<file path="src/rtl/mult_div_sequencer.sv">
// Iterative MULT/MULTU/DIV/DIVU sequencer for the EX stage. It owns HI/LO and performs the MTHI/MTLO writes.
// One shared N+1-bit add/sub does shift-add multiply or restoring divide, one bit per CALC cycle.
//
// state | meaning
// IDLE  | waiting for i_start; MTHI/MTLO commit here
// CALC  | N_BITS iterations of the shared datapath
// FIX   | sign correction; HI/LO written on exit
// DONE  | o_done pulse, result already visible
module mult_div_sequencer #(
  parameter int N_BITS    = 32,
  parameter int N_BITS_OP = 3
) (
  input  logic                 i_clk,
  input  logic                 i_rst_n,
  input  logic                 i_start,
  input  logic [N_BITS_OP-1:0] i_op,
  input  logic [N_BITS-1:0]    i_dato_A,
  input  logic [N_BITS-1:0]    i_dato_B,
  input  logic                 i_flush,
  output logic                 o_busy,
  output logic                 o_done,
  output logic [N_BITS-1:0]    o_hi,
  output logic [N_BITS-1:0]    o_lo
);

  localparam int CW = (N_BITS > 1) ? $clog2(N_BITS) : 1;

  typedef enum logic [1:0] {S_IDLE, S_CALC, S_FIX, S_DONE} state_t;

  state_t            state_q, state_d;
  logic [CW-1:0]     cnt_q, cnt_d;
  logic              is_div_q, is_div_d;
  logic              neg_res_q, neg_res_d;
  logic              neg_rem_q, neg_rem_d;
  logic              bzero_q, bzero_d;
  logic [N_BITS-1:0] a_raw_q, a_raw_d;
  logic [N_BITS-1:0] opnd_q, opnd_d;
  logic [N_BITS-1:0] acc_hi_q, acc_hi_d;
  logic [N_BITS-1:0] acc_lo_q, acc_lo_d;
  logic [N_BITS-1:0] hi_q, hi_d;
  logic [N_BITS-1:0] lo_q, lo_d;

  logic              op_signed, sign_a, sign_b;
  logic [N_BITS-1:0] mag_a, mag_b;
  logic [N_BITS:0]   alu_x, alu_y, alu_r;
  logic [2*N_BITS-1:0] prod, prod_fix;

  always_comb begin
    op_signed = ~i_op[0];
    sign_a    = op_signed & i_dato_A[N_BITS-1];
    sign_b    = op_signed & i_dato_B[N_BITS-1];
    mag_a     = sign_a ? -i_dato_A : i_dato_A;
    mag_b     = sign_b ? -i_dato_B : i_dato_B;

    // Divide trial-subtracts the shifted partial remainder; multiply adds the multiplicand to HI.
    alu_x = is_div_q ? {acc_hi_q, acc_lo_q[N_BITS-1]} : {1'b0, acc_hi_q};
    alu_y = {1'b0, opnd_q};
    alu_r = is_div_q ? (alu_x - alu_y) : (alu_x + alu_y);

    prod     = {acc_hi_q, acc_lo_q};
    prod_fix = neg_res_q ? -prod : prod;
  end

  always_comb begin
    state_d   = state_q;
    cnt_d     = cnt_q;
    is_div_d  = is_div_q;
    neg_res_d = neg_res_q;
    neg_rem_d = neg_rem_q;
    bzero_d   = bzero_q;
    a_raw_d   = a_raw_q;
    opnd_d    = opnd_q;
    acc_hi_d  = acc_hi_q;
    acc_lo_d  = acc_lo_q;
    hi_d      = hi_q;
    lo_d      = lo_q;

    unique case (state_q)
      S_IDLE: begin
        if (i_start && !i_flush) begin
          if (!i_op[2]) begin
            state_d   = S_CALC;
            cnt_d     = '0;
            is_div_d  = i_op[1];
            neg_res_d = sign_a ^ sign_b;
            neg_rem_d = sign_a;
            bzero_d   = (i_dato_B == '0);
            a_raw_d   = i_dato_A;
            acc_hi_d  = '0;
            opnd_d    = i_op[1] ? mag_b : mag_a;
            acc_lo_d  = i_op[1] ? mag_a : mag_b;
          end else if (i_op[1:0] == 2'b00) begin
            hi_d = i_dato_A;
          end else if (i_op[1:0] == 2'b01) begin
            lo_d = i_dato_A;
          end
        end
      end
      S_CALC: begin
        if (i_flush) begin
          state_d = S_IDLE;
        end else begin
          if (is_div_q) begin
            if (!alu_r[N_BITS]) begin
              acc_hi_d = alu_r[N_BITS-1:0];
              acc_lo_d = {acc_lo_q[N_BITS-2:0], 1'b1};
            end else begin
              acc_hi_d = alu_x[N_BITS-1:0];
              acc_lo_d = {acc_lo_q[N_BITS-2:0], 1'b0};
            end
          end else if (acc_lo_q[0]) begin
            {acc_hi_d, acc_lo_d} = {alu_r, acc_lo_q[N_BITS-1:1]};
          end else begin
            {acc_hi_d, acc_lo_d} = {1'b0, acc_hi_q, acc_lo_q[N_BITS-1:1]};
          end
          cnt_d = cnt_q + 1'b1;
          if (cnt_q == CW'(N_BITS - 1)) state_d = S_FIX;
        end
      end
      S_FIX: begin
        if (i_flush) begin
          state_d = S_IDLE;
        end else begin
          state_d = S_DONE;
          if (!is_div_q) begin
            {hi_d, lo_d} = prod_fix;
          end else if (bzero_q) begin
            hi_d = a_raw_q;
            lo_d = '1;
          end else begin
            lo_d = neg_res_q ? -acc_lo_q : acc_lo_q;
            hi_d = neg_rem_q ? -acc_hi_q : acc_hi_q;
          end
        end
      end
      S_DONE: state_d = S_IDLE;
      default: state_d = S_IDLE;
    endcase
  end

  always_ff @(posedge i_clk) begin
    if (!i_rst_n) begin
      state_q   <= S_IDLE;
      cnt_q     <= '0;
      is_div_q  <= 1'b0;
      neg_res_q <= 1'b0;
      neg_rem_q <= 1'b0;
      bzero_q   <= 1'b0;
      a_raw_q   <= '0;
      opnd_q    <= '0;
      acc_hi_q  <= '0;
      acc_lo_q  <= '0;
      hi_q      <= '0;
      lo_q      <= '0;
    end else begin
      state_q   <= state_d;
      cnt_q     <= cnt_d;
      is_div_q  <= is_div_d;
      neg_res_q <= neg_res_d;
      neg_rem_q <= neg_rem_d;
      bzero_q   <= bzero_d;
      a_raw_q   <= a_raw_d;
      opnd_q    <= opnd_d;
      acc_hi_q  <= acc_hi_d;
      acc_lo_q  <= acc_lo_d;
      hi_q      <= hi_d;
      lo_q      <= lo_d;
    end
  end

  assign o_busy = (state_q == S_CALC) || (state_q == S_FIX);
  assign o_done = (state_q == S_DONE);
  assign o_hi   = hi_q;
  assign o_lo   = lo_q;

endmodule

</file>
<file path="config.mk">
export PLATFORM = sky130hd
export DESIGN_NAME = mult_div_sequencer
export DESIGN_NICKNAME = d
export VERILOG_FILES = /design/src/rtl/mult_div_sequencer.sv
export SDC_FILE = /design/constraint.sdc
export NUM_CORES = 1
export LEC_CHECK = 0
export CORE_MARGIN = 1.5
export CORE_UTILIZATION = 40
export CTS_CLUSTER_SIZE = 28
export DETAILED_ROUTE_END_ITERATION = 10
export PLACE_DENSITY = 0.55
export SYNTH_ARGS = -nofsm -noshare
export SYNTH_HDL_FRONTEND = slang
export SYNTH_SLANG_ARGS = --single-unit
</file>
<file path="constraint.sdc">
create_clock -name i_clk -period 9.3 [get_ports i_clk]
set_input_delay 1.395 -clock i_clk [delete_from_list [all_inputs] [get_ports i_clk]]
set_output_delay 1.395 -clock i_clk [all_outputs]
set_load 0.05 [all_outputs]
</file>
[Yosys cells after proc, flatten, opt, wreduce, memory -nomap -nowiden]
Index checks and enable logic that the tools add are counted.
Cells by class
  add/sub/neg operators: 8
  equality and inequality tests: 14
  multiplexer cells: 48
  bitwise gates (word level): 5
  reductions and logical operators: 13
Operator list (count)
  2-to-1 mux 32 bit: 30
  case mux 32 bit (2 select lines): 4
  negation 32 bit: 4
  2-to-1 mux 33 bit: 2
  2-to-1 mux 64 bit: 1
  negation 64 bit: 1
  adder 33 x 32 -> 33 bit: 1
  subtractor 33 x 32 -> 33 bit: 1
  logical NOT 32 bit: 1
  inequality test 2 bit (second input constant): 8
  2-to-1 mux 5 bit: 3
  2-to-1 mux 2 bit: 5
  case mux 5 bit (2 select lines): 1
  case mux 2 bit (4 select lines): 1
  AND reduction 3 bit: 2
  AND reduction 6 bit: 1
  adder 5 x 1 -> 5 bit (second input constant): 1
  equality test 5 bit (second input constant): 1
  AND reduction 5 bit: 1
  equality test 2 x 1 -> 1 bit (second input constant): 2
  equality test 2 bit (second input constant): 2
  logical NOT 2 bit: 2
  AND reduction 4 bit: 1
  nonzero test 2 bit: 2
  other kinds (8): 10
Word-level totals
  register bits after elaboration: 203
  input port bits: 71

[Logic depth before layout (Yosys ltp)]
Gate-level depths: netlist (run 1).
  word-level depth: 7
  mapped depth: 23
  depth with buffers taken out: 20

[Least setup slack after synthesis (run 1)]
Ideal clock, no wire load.
  path kind: flip-flop to flip-flop
  from: register opnd_q[2]
  to: register acc_hi_q[19]
  library setup time: 122 ps
  arrival: 4809 ps
  data required time: 9178 ps
  slack: 4369 ps
  cell stages (with the launch flop): 21
  period minus slack after synthesis: 4931 ps
  cells stage by stage: dfxtp_1 nor4_1 nor4b_1 nand2_1 nand2_1 nand2_1 nand2_1 a31oi_1 xnor2_1 ha_1 a21o_1 or2_2 a221o_1 nand2b_1 a2111oi_0 or2_2 xor2_1 clkbuf_1 mux2i_1 nor2_1 a221o_1
On the way
  longest elaborated chain between the ends: 6
RTL lines
  start: declaration: line 37  | logic [N_BITS-1:0] opnd_q, opnd_d;
  start signal: assignment: line 163  | opnd_q <= opnd_d;
  adder 33 x 32 -> 33 bit / subtractor 33 x 32 -> 33 bit (equally long branches): line 58  | alu_r = is_div_q ? (alu_x - alu_y) : (alu_x + alu_y);
  2-to-1 mux 33 bit (*): line 58
  2-to-1 mux 32 bit (on tied branches): line 111, 104
  2-to-1 mux 32 bit (*): line 103  | if (is_div_q) begin
  2-to-1 mux 32 bit (*): line 100  | if (i_flush) begin
  case mux 32 bit (2 select lines) (*): line 78  | unique case (state_q)
  end signal: assignment: line 164  | acc_hi_q <= acc_hi_d;
  end: declaration: line 38  | logic [N_BITS-1:0] acc_hi_q, acc_hi_d;
Mark *: on every way between the ends. The rest lies on a longest branch, timed or not. The select of a mux whose other input is x is not followed.
A chain may end at the register's enable or synchronous reset.

[Worst setup path after layout (run 1)]
  from: register opnd_q[2]
  to: register acc_hi_q[2]
The elaborated chain is that of the path after synthesis.

==> impl_results.md, run 1 <==
- First-pass GRT wire length: 96.23 mm
- GR Util All Layers: 0.3002
- Total grt overflow: 0
- DRC Markers: 0
- Ys flop type: dfxtp_1
- Post-route cell area: 0.01865 mm2
- Die span in y: between 200 and 250 um
- RR Startpoint: opnd_q[2]$_SDFFE_PN0P_
- Max incr delay on CP: 0.69 ns
- Number of antenna diodes: 0
- TritonCTS Buffers: 26
- Setup TNS: 0 ns
- Share of cells above drive strength 1: 0.06918
- Clock power share: 0.349
- Slew headroom: 0.2620
- Critical path endpoint: acc_hi_q[2]$_SDFFE_PN0P_
- Critical-path top delay cell: xor2_4
- CP Launch Type: flop
- # resized after CTS: 0
- Sw frac: 0.3730
- Sequential power share: 0.322
- Drt pass-1 iters: 6
- Initial Utilization: 0.4076
- Wire per inst: roughly 23 um
- Vias: about 17000
- Synth Instances: about 2200
- VDD IR max: 124.3 uV
- Synth top cells by count: nand2_1 (329), a21oi_1 (238), dfxtp_1 (203)
- Max Clk Rate: ~0.17 GHz
- CP cell instances: nor4_1 -> nor4b_1 -> nand2_1 -> nand2_1 -> nand2_1 -> nand2_1 -> a31oi_1 -> xnor2_1 -> ha_1 -> a21o_1 -> or2_2 -> a221o_1 -> nand2b_1 -> a2111oi_0 -> or2_2 -> xor2_4 -> buf_4 -> mux2_2 -> a21oi_1 -> o21ai_0
- Post-CTS setup buffers: 0
- Worst Setup End Kind: flop
- Synth async-reset ratio: 0
- Max_cap viols: 0
- Clk_lat worst skew: 0.57 ns
- Yosys top cell area share: 0.2498
- Port-buffer cells: ~140
- CTS tree: yes
- Unique cell type count in the Yosys netlist: 78
- Routed Antenna Nets: 0
- Vias in the first global route: around 16000
- Vias per inst: just over 6
- Static leakage: between 0.006 and 0.007 uW
- P_int: 1875 uW
- I/O pins: ~140
- DP Worst Slack: between 3 and 4 ns
- Switching power: approximately 1100 uW
- Hold Crit Depth: 2
- Filler Cell Count: slightly above 4000
- Placed cell areas: about 0.018 mm2
- Syn avg cell area: 7.237 um2
- Outcome: completed
- Detailed Place HPWL: 47.01 mm
- Die X: slightly above 200 um
- Hold Vio Cnt, Final: 0
- FF-to-FF setup slack: 3.31 ns
- Max Slew Vio Count: 0
- Syn nets: about 2400
- Cell row count: 73
- Nets@finish: approximately 2400
- DR iter-0 viols: 1439
- Root Buffer: clkbuf_16
- Mapped Area: 0.01627 mm2
- Final wirelength: roughly 64 mm
- Unrepaired setup endpoints after global routing: false
- Crit-path most repeated cell: nand2_1
- Most common cell in the netlist: nand2_1
- Critical path class: reg -> reg
- Crit path DAT: 6.41 ns
- Worst-case reg-to-reg path depth: 20
- Final Cycle Share: 0.6436
- Worst-Margin Slew: between 1 and 1.5 ns
- Hold_buf cts: 0
- Die ar.: 0.04189 mm2
- Pin count of the biggest net entering global routing: 87
- Hold WC Path Type: reg -> reg
- GPL Wtd Cong: 0.9388
- Area of the core: 0.03991 mm2
- Skew final: around 0.015 ns
- Area contributors post-synth: dfxtp_1 (25%), nand2_1 (7.6%), xnor2_1 (7.5%)
- Area Overhead vs Synth: 14.61%
- Combinational power share: 0.330
- #FFs+latches synth: between 200 and 250
- Yosys warns: 0
- Share of the yosys chip area belonging to registers: 0.2498
- Required @ worst endpoint: between 9 and 10 ns
- Clock sink total: ~200
- Setup slack after layout: 3.314 ns
- Crit path max fanout: 22
- Minimum clock period: roughly 6 ns
- Cell Pwr Density: between 150 and 200 mW/mm2
- Worst Setup SP: opnd_q[2]$_SDFFE_PN0P_
- WHS: 0.4466 ns
- CTS max path bufs: 3
- H-tree levels: 1
- Post-synth EDFFs: 0
- Worst r2r dst: acc_hi_q[2]$_SDFFE_PN0P_
- Final setup violating endpoints: 0
- Top cell type by total area after synthesis: dfxtp_1
- Clk slew on worst S/H paths: 0.06 ns
- Initial antenna violation count: 0
==> state kept, by name, summed over array words and instances, names as in the netlist, 2 cells and up <==
register	count
o_lo	32
opnd_q	32
cnt_q	5
acc_hi_q	32
a_raw_q	32
acc_lo_q	32
o_hi	32
state_q	2
==> power groups by stage <==
stage	Combinational, uW	Sequential (uW)	Clock (uW)
after floorplan	651	983	0
after global placement	957	979	0
after detailed placement	964	979	0
after CTS	968	961	1050
after global routing	1060	966	1090
final	986	962	1040
==> layout by cell type (no fill, tap or decap), drive strengths merged, types with 20 or more instances in the layout <==
master           n
ha              43
dfxtp          203
clkdlybuf4s50  134
nor2b           21
buf             33
a21oi          238
xnor2          139
mux2            46
or4             20
nand2          329
o211ai          57
mux2i           66
clkbuf          37
nor2           182
a211oi          45
nor3            51
inv             34
o221ai          34
o21ai          160
a21o            23
a31oi           26
xor2            63
nand3           27
==> layout make-up <==
class	count	area [um2]	share of cell area
flip-flops and latches	203	4071	0.2183
clock inverters	7	71.32	0.003825
well taps	525	656.9	0.03523
multi-input cells	1806	11330	0.6079
clock buffers	37	794.5	0.04261
inverters	35	133.9	0.007180
repair buffers	167	1584	0.08495
==> logic make-up (layout without fill, tap and decap cells) <==
family,Yosys count,in the layout,share of synthesized area
and+or+nand+nor,747,747,0.2076
AOI/OAI and AO/OA,701,701,0.2713
buffers and inverters,239,246,0.05576
DFF,203,203,0.2498
xor gates and xnor gates,202,202,0.1087
muxes,112,112,0.07244
adders and majority gates,44,44,0.03430
==> routing by layer <==
layer,global-route usage,vias to the layer above,wire length (um)
li1,-,8055,-
met1,0.3963,8205,27470
met2,0.4860,628,29370
met3,0.03770,125,4030
met4,0.1368,0,3045
met5,0,-,0
==> metrics by stage <==
| stage | instances | util | total power, uW |
|---|---|---|---|
| after global routing | 2780 | 0.4672 | 3117 |
| after detailed placement | 2736 | 0.4455 | 1943 |
| after global placement | 2736 | 0.4455 | 1935 |
| after CTS | 2780 | 0.4672 | 2980 |
| final | 2780 | 0.4672 | 2991 |
| after floorplan | 2248 | - | 1635 |
==> worst max-delay path, delay by kind of cell, from the launching register on <==
| family | cells | cell delay (ns) |
|---|---|---|
| and+or+nand+nor | 9 | 2.24 |
| AOI/OAI and AO/OA | 6 | 1.24 |
| xor gates and xnor gates | 2 | 0.87 |
| buffers and inverters | 1 | 0.41 |
| muxes | 1 | 0.37 |
| DFF | 1 | 0.36 |
| adders and majority gates | 1 | 0.34 |
==> how the worst min path moves through the flow <==
stage                                     to  slack (ns)                      from
finish                 o_hi[31]$_SDFFE_PN0P_        0.45     o_hi[31]$_SDFFE_PN0P_
global route           o_hi[31]$_SDFFE_PN0P_        0.46     o_hi[31]$_SDFFE_PN0P_
CTS                    o_hi[31]$_SDFFE_PN0P_        0.44     o_hi[31]$_SDFFE_PN0P_
detailed placement     o_hi[31]$_SDFFE_PN0P_        0.44     o_hi[31]$_SDFFE_PN0P_
global placement       o_hi[31]$_SDFFE_PN0P_        0.43     o_hi[31]$_SDFFE_PN0P_
floorplan           a_raw_q[18]$_SDFFE_PN0P_        0.43  a_raw_q[18]$_SDFFE_PN0P_
Power figures use the tool's default switching activity.
==> run 2: changes to the inputs <==
Clock period 9.3 ns to 6.1 ns, I/O delays scaled along.
==> run 2 against run 1 <==
Effect of this change:
- global-route usage rose by 0.35 points
- routed wire length grew 0.69%
- clock-buffer cell count decreased by 6
- critical endpoint is now acc_hi_q[4]$_SDFFE_PN0P_
==> impl_results.md, run 2 (synthesis gave the netlist of run 1 again) <==
- Most frequent cells in the layout: nand2_1 (328), a21oi_1 (238), dfxtp_1 (199)
- DP Worst Slack: 0.7100 ns (-2.637 ns)
- Vias per inst: 6.092 (-0.45%)
- Vias in the first global route: 16000 (+1.8%)
- Initial Utilization: 0.4076 (unchanged)
- Cell row count: 73 (unchanged)
- Post-CTS setup buffers: 0 (unchanged)
- CP Launch Type: flop
- RR Startpoint: opnd_q[2]$_SDFFE_PN0P_
- Area Overhead vs Synth: 15.77%
- Area of the core: 0.03991 mm2 (unchanged)
- Max incr delay on CP: 0.60 ns (-0.09 ns)
- Hold Vio Cnt, Final: 0 (unchanged)
- Hold_buf cts: 0 (unchanged)
- Root Buffer: clkbuf_16
- Pin count of the biggest net entering global routing: 83 (-4.6%)
- Max Clk Rate: 0.1839 GHz (+10%)
- First-pass GRT wire length: 97.62 mm (+1.4%)
- Critical-path top delay cell: nor4_1
- Most common cell after layout, fill and taps aside: nand2_1
- Max Slew Vio Count: 0 (unchanged)
- Setup slack after layout: 0.6637 ns (-2.651 ns)
- Total grt overflow: 0 (unchanged)
- Skew final: 0.01723 ns (+0.002052 ns)
- CP cell instances: nor4_1 -> nor4b_1 -> nand2_1 -> nand2_1 -> nand2_1 -> nand2_1 -> a31oi_1 -> xnor2_1 -> ha_1 -> a21o_1 -> or2_2 -> a221o_1 -> nand2b_1 -> a2111oi_0 -> or2_2 -> xor2_4 -> buf_12 -> mux2_2 -> a21oi_1 -> o21ai_0
- Worst-Margin Slew: 1.122 ns (+0.01491 ns)
- Final Cycle Share: 0.8912 (+0.2476)
- Routed met2 length: 29.26 mm (-0.38%)
- Worst-case reg-to-reg path depth: 20 (unchanged)
- Worst Setup SP: opnd_q[2]$_SDFFE_PN0P_
- DR iter-0 viols: 1359 (-5.6%)
- Die X: 204.7 um (unchanged)
- Minimum clock period: 5.436 ns (-0.5495 ns)
- Outcome: completed
- Final setup violating endpoints: 0 (unchanged)
- M1 WL: 27.39 mm (-0.31%)
- Clk slew on worst S/H paths: 0.06 ns (about the same)
- Hold WC Path Type: reg -> reg
- Share of cells above drive strength 1: 0.07455 (+0.005368)
- CTS tree: yes
- I/O pins: 137 (unchanged)
- Hold Crit Depth: 2 (unchanged)
- Initial antenna violation count: 2 (+2)
- Top Metal Used: met4
- Required @ worst endpoint: 6.52 ns (-3.20 ns)
- VDD IR max: 214.8 uV (+73%)
- Unrepaired setup endpoints after global routing: false
- Metal3 WL: 4.379 mm (+8.7%)
- Worst r2r dst: acc_hi_q[4]$_SDFFE_PN0P_
- Die span in y: 204.7 um (unchanged)
- Clock sink total: 203 (unchanged)
- # resized after CTS: 0 (unchanged)
- Nets@finish: 2362 (+0.34%)
- Drt pass-1 iters: 5 (-1)
- Final wirelength: 64.36 mm (+0.69%)
- GR Util All Layers: 0.3036 (+0.003454)
- Critical path class: reg -> reg
- Slew headroom: 0.2503 (-0.01175)
- Detailed Place HPWL: 47.57 mm (+1.2%)
- Static leakage: 0.006809 uW (+1.6%)
- Critical path endpoint: acc_hi_q[4]$_SDFFE_PN0P_
- GPL Wtd Cong: 0.9362 (-0.28%)
- FF-to-FF setup slack: 0.66 ns (-2.65 ns)
- Max_cap viols: 0 (unchanged)
- Routed Antenna Nets: 0 (unchanged)
- Die ar.: 0.04189 mm2 (unchanged)
- Worst Setup End Kind: flop
- Port-buffer cells: 136 (unchanged)
- Crit-path most repeated cell: nand2_1
- Setup TNS: 0 ns (unchanged)
- Crit path max fanout: 41 (+86%)
- Wire per inst: 23.04 um (+0.22%)
- Vias: 17020 (+0.012%)
- Cell Pwr Density: 252.5 mW/mm2 (+57%)
- CTS max path bufs: 3 (unchanged)
- Clk_lat worst skew: 0.57 ns (about the same)
- DRC Markers: 0 (unchanged)
- TritonCTS Buffers: 26 (unchanged)
- H-tree levels: 1 (unchanged)
- Crit path DAT: 5.86 ns (-0.55 ns)
## run 2: cell types whose count changed in the layout (fill, tap and decap cells not counted), moves of 2 or more
| cell | change |
|---|---|
| clkbuf_8 | -3 |
| clkbuf_16 | -2 |
| clkinv_2 | +4 |
| bufinv_16 | +6 |
| clkinvlp_4 | -2 |
| buf_4 | +7 |
## run 2: how the worst min path moves through the flow
stage / start / end / slack [ns]
floorplan: a_raw_q[18]$_SDFFE_PN0P_ / a_raw_q[18]$_SDFFE_PN0P_ / 0.43
detailed placement: o_hi[31]$_SDFFE_PN0P_ / o_hi[31]$_SDFFE_PN0P_ / 0.44
global placement: o_hi[31]$_SDFFE_PN0P_ / o_hi[31]$_SDFFE_PN0P_ / 0.43
finish: o_hi[31]$_SDFFE_PN0P_ / o_hi[31]$_SDFFE_PN0P_ / 0.44
CTS: o_hi[31]$_SDFFE_PN0P_ / o_hi[31]$_SDFFE_PN0P_ / 0.45
global route: o_hi[10]$_SDFFE_PN0P_ / o_hi[10]$_SDFFE_PN0P_ / 0.47
## run 2: worst max-delay path: cells and delay by family, from the launching register on
family                     cells  cell delay, ns
muxes                          1            0.37
adders and majority gates      1            0.33
AOI/OAI and AO/OA              6            1.22
DFF                            1            0.36
xor gates and xnor gates       2            0.32
and+or+nand+nor                9            2.37
buffers and inverters          1            0.25
## run 2: area by class of cell
type / count / area, um2
diodes: 1 / 2.502
clock buffers: 31 / 699.4
clock inverters: 17 / 281.5
fillers: 4095 / 21080
inverters: 35 / 133.9
multi-input cells: 1806 / 11330
flip-flops and latches: 203 / 4071
well taps: 525 / 656.9
repair buffers: 175 / 1657
## run 2: per-layer routing
metal  track usage  up-vias
li1              -     8064
met1        0.3994     8197
met2        0.4829      622
met3       0.04900      132
met4        0.1429        0
met5             0        -
## run 2: report_power, final
part           total, uW  switching (uW)  internal (uW)
Clock               1770             657           1120
Sequential          1470            81.9           1380
Combinational       1520             978            540
## run 2: per-stage QoR
stage	util	std cells	hold WS, ns	instance area, um2	power, uW
5_1_grt	0.4718	2792	0.4711	18830	4968
3_3_place_gp	0.4473	2744	0.4288	17850	2968
6_report	0.4719	2793	0.4439	18840	4755
2_1_floorplan	-	2248	0.4329	16270	2492
3_5_place_dp	0.4473	2744	0.4379	17850	2980
4_1_cts	0.4718	2792	0.4459	18830	4753
==> run 3: changes to the inputs <==
Settings changed: CORE_ASPECT_RATIO set to 0.8.
==> run 3 against run 2 <==
Effect of this change:
- clock power decreased by 15%
- flip-flop and latch count unchanged
- register-to-register slack worse by 0.03 ns
- clock-buffer cell count is 1 lower
- global-route usage decreased by 0.40 points
- combinational power about the same
- clock skew grew 0.017 ns
- largest power group is now combinational logic
- highest routed layer unchanged
==> impl_results.md, run 3 (synthesis gave the netlist of run 1 again) <==
- Vias: 16900 (-0.69%)
- Routed Antenna Nets: 0 (unchanged)
- Placed cell areas: 0.01786 mm2 (about the same)
- DRC Markers: 0 (unchanged)
- Final Cycle Share: 0.8954 (+0.004204)
- Final setup violating endpoints: 0 (unchanged)
- Static leakage: 0.006714 uW (-1.4%)
- Hold_buf cts: 0 (unchanged)
- Worst Setup End Kind: flop
- I/O pins: 137 (unchanged)
- TritonCTS Buffers: 25 (-3.8%)
- CP Launch Type: flop
- CTS max path bufs: 3 (unchanged)
- Crit path max fanout: 27 (-34%)
- Wire per inst: 23.11 um (+0.28%)
- Nets@finish: 2362 (unchanged)
- GR Util All Layers: 0.2996 (-0.003993)
- Outcome: completed
- Hold WC Path Type: reg -> reg
- Initial antenna violation count: 2 (unchanged)
- Cell Pwr Density: 239.6 mW/mm2 (-5.1%)
- Post-route cell area: 0.01867 mm2 (-0.90%)
- Worst-Margin Slew: 1.133 ns (+0.01128 ns)
- H-tree levels: 1 (unchanged)
- Slew headroom: 0.2446 (-0.005708)
- Drt pass-1 iters: 6 (+1)
- Max Clk Rate: 0.1831 GHz (-0.47%)
- Root Buffer: clkbuf_16
- Reg area: 0.004071 mm2 (unchanged)
- Die X: 228.5 um (+12%)
- Die span in y: 183.4 um (-10%)
- Clk slew on worst S/H paths: 0.06 ns (about the same)
- Detailed Place HPWL: 48.18 mm (+1.3%)
- Vias per inst: 6.033 (-0.97%)
- Max Slew Vio Count: 0 (unchanged)
- Post-CTS setup buffers: 0 (unchanged)
- Total grt overflow: 0 (unchanged)
- Port-buffer cells: 136 (unchanged)
- Multi-input logic area: 0.01133 mm2 (about the same)
- Setup TNS: 0 ns (unchanged)
- GPL Wtd Cong: 0.9658 (+3.2%)
- CTS tree: yes
- Share of cells above drive strength 1: 0.07417 (-0.0003757)
- Most frequent cells in the layout: nand2_1 (328), a21oi_1 (238), dfxtp_1 (199)
- Crit path DAT: 5.87 ns (about the same)
- Clk_lat worst skew: 0.56 ns (about the same)
- Vias in the first global route: 14950 (-6.6%)
- Final wirelength: 64.73 mm (+0.57%)
- Worst Hold Launch: o_hi[31]$_SDFFE_PN0P_
- First-pass GRT wire length: 96.65 mm (-1.0%)
- Hold Vio Cnt, Final: 0 (unchanged)
- VDD IR max: 185.3 uV (-14%)
- Required @ worst endpoint: 6.50 ns (-0.02 ns)
- Pin count of the biggest net entering global routing: 81 (-2.4%)
- # resized after CTS: 0 (unchanged)
- Skew final: 0.03443 ns (+0.01720 ns)
- Die ar.: 0.04190 mm2 (about the same)
- Number of antenna diodes: 0 (-1)
- Max_cap viols: 0 (unchanged)
- DR iter-0 viols: 1983 (+46%)
- Area of the core: 0.03977 mm2 (-0.36%)
- Most common cell after layout, fill and taps aside: nand2_1
- Unrepaired setup endpoints after global routing: false
- Critical path class: reg -> reg
- Filler Cell Count: 4075 (-0.49%)
- Area Overhead vs Synth: 14.74%
- Clock sink total: 203 (unchanged)
- RR Startpoint: opnd_q[2]$_SDFFE_PN0P_
- Final Power: 4473 uW (-5.9%)
- Minimum clock period: 5.462 ns (+0.02564 ns)
- Cell row count: 65 (-11%)
- Worst Setup SP: opnd_q[2]$_SDFFE_PN0P_
- Initial Utilization: 0.4091 (+0.001488)
-- run 3: changes by cell type in the layout (fill, tap and decap cells not counted) --
cell        change
bufinv_16       -6
clkinvlp_4      +4
buf_4           +2
and2_2          -1
and2_4          +1
buf_12          -1
clkbuf_1        -1
clkbuf_16       -1
clkbuf_8        +1
clkinv_2        +1
clkinv_8        -1
diode_2         -1
-- run 3: per-layer routing --
metal / share of wire / GRT usage
met5: 0 / 0
met4: 0.019 / 0.05934
met3: 0.090 / 0.05208
met2: 0.41 / 0.4269
met1: 0.48 / 0.4631
-- run 3: worst max-delay path, cell delays in order, from the launching register on --
cell and delay, ns:
dfxtp_1 0.36, nor4_1 0.57, nor4b_1 0.48, nand2_1 0.12
nand2_1 0.21, nand2_1 0.08, nand2_1 0.18, a31oi_1 0.13
xnor2_1 0.15, ha_1 0.33, a21o_1 0.20, or2_2 0.28
a221o_1 0.36, nand2b_1 0.17, a2111oi_0 0.34, or2_2 0.25
xor2_4 0.15, buf_4 0.36, mux2_2 0.38, a21oi_1 0.13
o21ai_0 0.10
-- run 3: path summary, 6_finish.rpt --
path / to / slack [ns] / cells past startpoint
worst min register to register: o_hi[31]$_SDFFE_PN0P_ / 0.44 / 2
worst max-delay path: acc_hi_q[3]$_SDFFE_PN0P_ / 0.64 / 20
worst min-delay path: o_hi[31]$_SDFFE_PN0P_ / 0.44 / 2
worst max register to register: acc_hi_q[3]$_SDFFE_PN0P_ / 0.64 / 20
-- run 3: stage by stage --
stage | std cells | hold slack (ns) | utilization | setup WS, ns
2_1_floorplan | 2248 | 0.4329 | - | 1.169
3_3_place_gp | 2756 | 0.4289 | 0.4491 | 0.7410
3_5_place_dp | 2756 | 0.4343 | 0.4491 | 0.6739
4_1_cts | 2801 | 0.4420 | 0.4694 | 0.6767
5_1_grt | 2801 | 0.4686 | 0.4694 | 0.1657
6_report | 2801 | 0.4370 | 0.4694 | 0.6381
-- run 3: cell type report --
cell class,count,share of cell area
clock buffer,30,0.03666
clock inverter,15,0.006435
inverter,35,0.007172
multi-input combinational,1806,0.6072
sequential,203,0.2181
tap,536,0.03593
timing repair buffer,176,0.08848
-- run 3: report_power, final --
part | total (uW) | internal [uW] | switching [uW]
combinational | 1500 | 539 | 964
clock | 1500 | 844 | 652
sequential | 1470 | 1380 | 90.7
total | 4470 | 2770 | 1710
==> edit (flow settings as in run 2) <==
`hi_q` and `lo_q` no longer have a reset.
--- a/src/rtl/mult_div_sequencer.sv
+++ b/src/rtl/mult_div_sequencer.sv
@@ -151,6 +151,4 @@
       acc_hi_q  <= '0;
       acc_lo_q  <= '0;
-      hi_q      <= '0;
-      lo_q      <= '0;
     end else begin
       state_q   <= state_d;
@@ -164,7 +162,10 @@
       acc_hi_q  <= acc_hi_d;
       acc_lo_q  <= acc_lo_d;
-      hi_q      <= hi_d;
-      lo_q      <= lo_d;
     end
+  end
+
+  always_ff @(posedge i_clk) begin
+    hi_q <= hi_d;
+    lo_q <= lo_d;
   end
 
Check against the original RTL: not settled (the Yosys comparison gave no result); the edit may change what the design does.
==> edit against run 2 <==
  * Cell count is 0.54% lower
  * Worst setup slack worse by 0.18 ns
  * Design area is 3.0% higher
  * Area after synthesis is 3.3% higher
  * Clock skew is 0.026 ns higher
  * Wire length is 7.8% higher
  * Via count is 0.98% higher
  * Sequential cell count stayed put
  * Global-route usage is 0.76 points higher
  * Highest routed layer unchanged
  * Clock power is 9% lower
  * Largest cell class unchanged
  * Critical path depth is 2 lower
  * Power is 1.5% lower
==> edit: results (changes against run 2) <==
Global routing
  • First-pass GRT wire length: 103000 um (+5.4%)
  • GRT met3 Usage: 4.11% (-0.79 points)
  • Vias in the first global route: 15739 (-1.6%)
  • Met2 Use GR: 46.8% (-1.5 points)
  • Antenna violations before repair: 0 (-2)
  • Pin count of the biggest net entering global routing: 138 (+66%)
  • M1 GR Usage: 45.3% (+5.4 points)
  • GRT Total Usage: 31.1% (+0.76 points)

Yosys
  • Most area-consuming cells after synthesis: dfxtp_1 (17%), edfxtp_1 (11%), a21oi_1 (6.8%)
  • Compound-Gate Fraction of Synth Area: 25.2% (-1.9 points)
  • Seq/Total Area, Yosys: 28.0% (+3.0 points)
  • Post-Synth Adder-Cell Area: 3.32% (-0.11 points)
  • Post-Syn Nets: 2309 (-2.3%)
  • Top cells by count, synth: nand2_1 (278), a21oi_1 (228), nor2_1 (174), o21ai_0 (157), clkbuf_1 (151)
  • Synth Cell Area: 0.0168 mm2 (+3.3%)
  • Post-synthesis cell type count: 93 (+19%)
  • Multiplexer area fraction after synthesis: 6.67% (-0.58 points)
  • Synth Area in XOR/XNOR: 10.3% (-0.55 points)
  • Number of enable flip-flop cells after synthesis: 64 (+64)

Min path
  • Sink of the worst hold path: a_raw_q[24]$_SDFFE_PN0P_
  • Hold_sp: a_raw_q[24]$_SDFFE_PN0P_

Routing
  • Wirelength, routed: 69400 um (+7.8%)
  • Top Metal Used: met4
  • Routed wl met3: 5160 um (+18%)
  • Met1 Wirelength: 31900 um (+17%)
  • Met2 WL: 29700 um (+1.5%)
  • Vias per Instance: 6.19 (+1.5%)

Placed design
  • Pre-CTS setup slack: 0.576 ns (-0.134 ns)
  • Routability cong.: 0.971 (+3.7%)
  • Post-DP Area: 0.0185 mm2 (+3.7%)
  • Detailed placement HPWL: 52700 um (+11%)

Worst setup path
  • Critical path endpoint: acc_hi_q[20]$_SDFFE_PN0P_
  • R2R cell count: 18 (-10%)
  • CP max FO: 9 (-78%)
  • WS Path Type: reg2reg
  • Critical path data arrival time: 6.05 ns (+0.19 ns)

Timing
  • Worst setup margin: 0.484 ns (-0.180 ns)
  • Clk_skew: 0.0431 ns (+0.0259 ns)

Power and ir drop
  • Pleak: 6.95 nW (+2.1%)
  • Maximum VDD drop: 0.192 mV (-10%)

Final layout
  • ANT cells: 0 (-1)
  • Layout clock area frac: 4.52% (-0.69 points)
  • Buffering overhead: 8.99% (+0.20 points)
  • Multi-input gate area: 0.0112 mm2 (-1.2%)
  • Number of non-clock buffers: 186 (+6.3%)
  • Comb_multi_in: 1758 (-2.7%)
  • Sequential cell area share: 24.3% (+2.7 points)
  • Syn-to-layout area delta: 15.4%
  • Logic inverters: 52 (+49%)
  • # fillers: 4165 (+1.7%)

Status
  • Status: finished clean

Clock tree
  • Postcts setup bufs: 0 (unchanged)
-- edit: critical path: stages, from the launching register on --
cell,delay (ns)
dfxtp_1,0.36
or4_1,0.68
or2_2,0.36
nor2_1,0.14
nand2_1,0.10
or3_1,0.35
nor2_1,0.11
buf_4,0.17
a21oi_1,0.09
xnor2_1,0.30
ha_1,0.38
a21oi_1,0.23
o21ai_1,0.13
a22oi_1,0.31
a21oi_1,0.18
nor4_2,0.83
nor2_4,0.12
mux2_1,0.35
a221o_1,0.31
-- edit: through the flow --
step | std cells | util, %
after detailed placement | 2731 | 45.0
after global routing | 2778 | 47.2
after CTS | 2778 | 47.2
after floorplan | 2194 | -
final | 2778 | 47.2
after global placement | 2731 | 45.0
-- edit: power breakdown --
part           leakage (nW)  switching, mW  internal [mW]
clock network         0.419          0.668          0.945
registers              1.71         0.0689           1.45
logic                  4.83           1.02          0.540
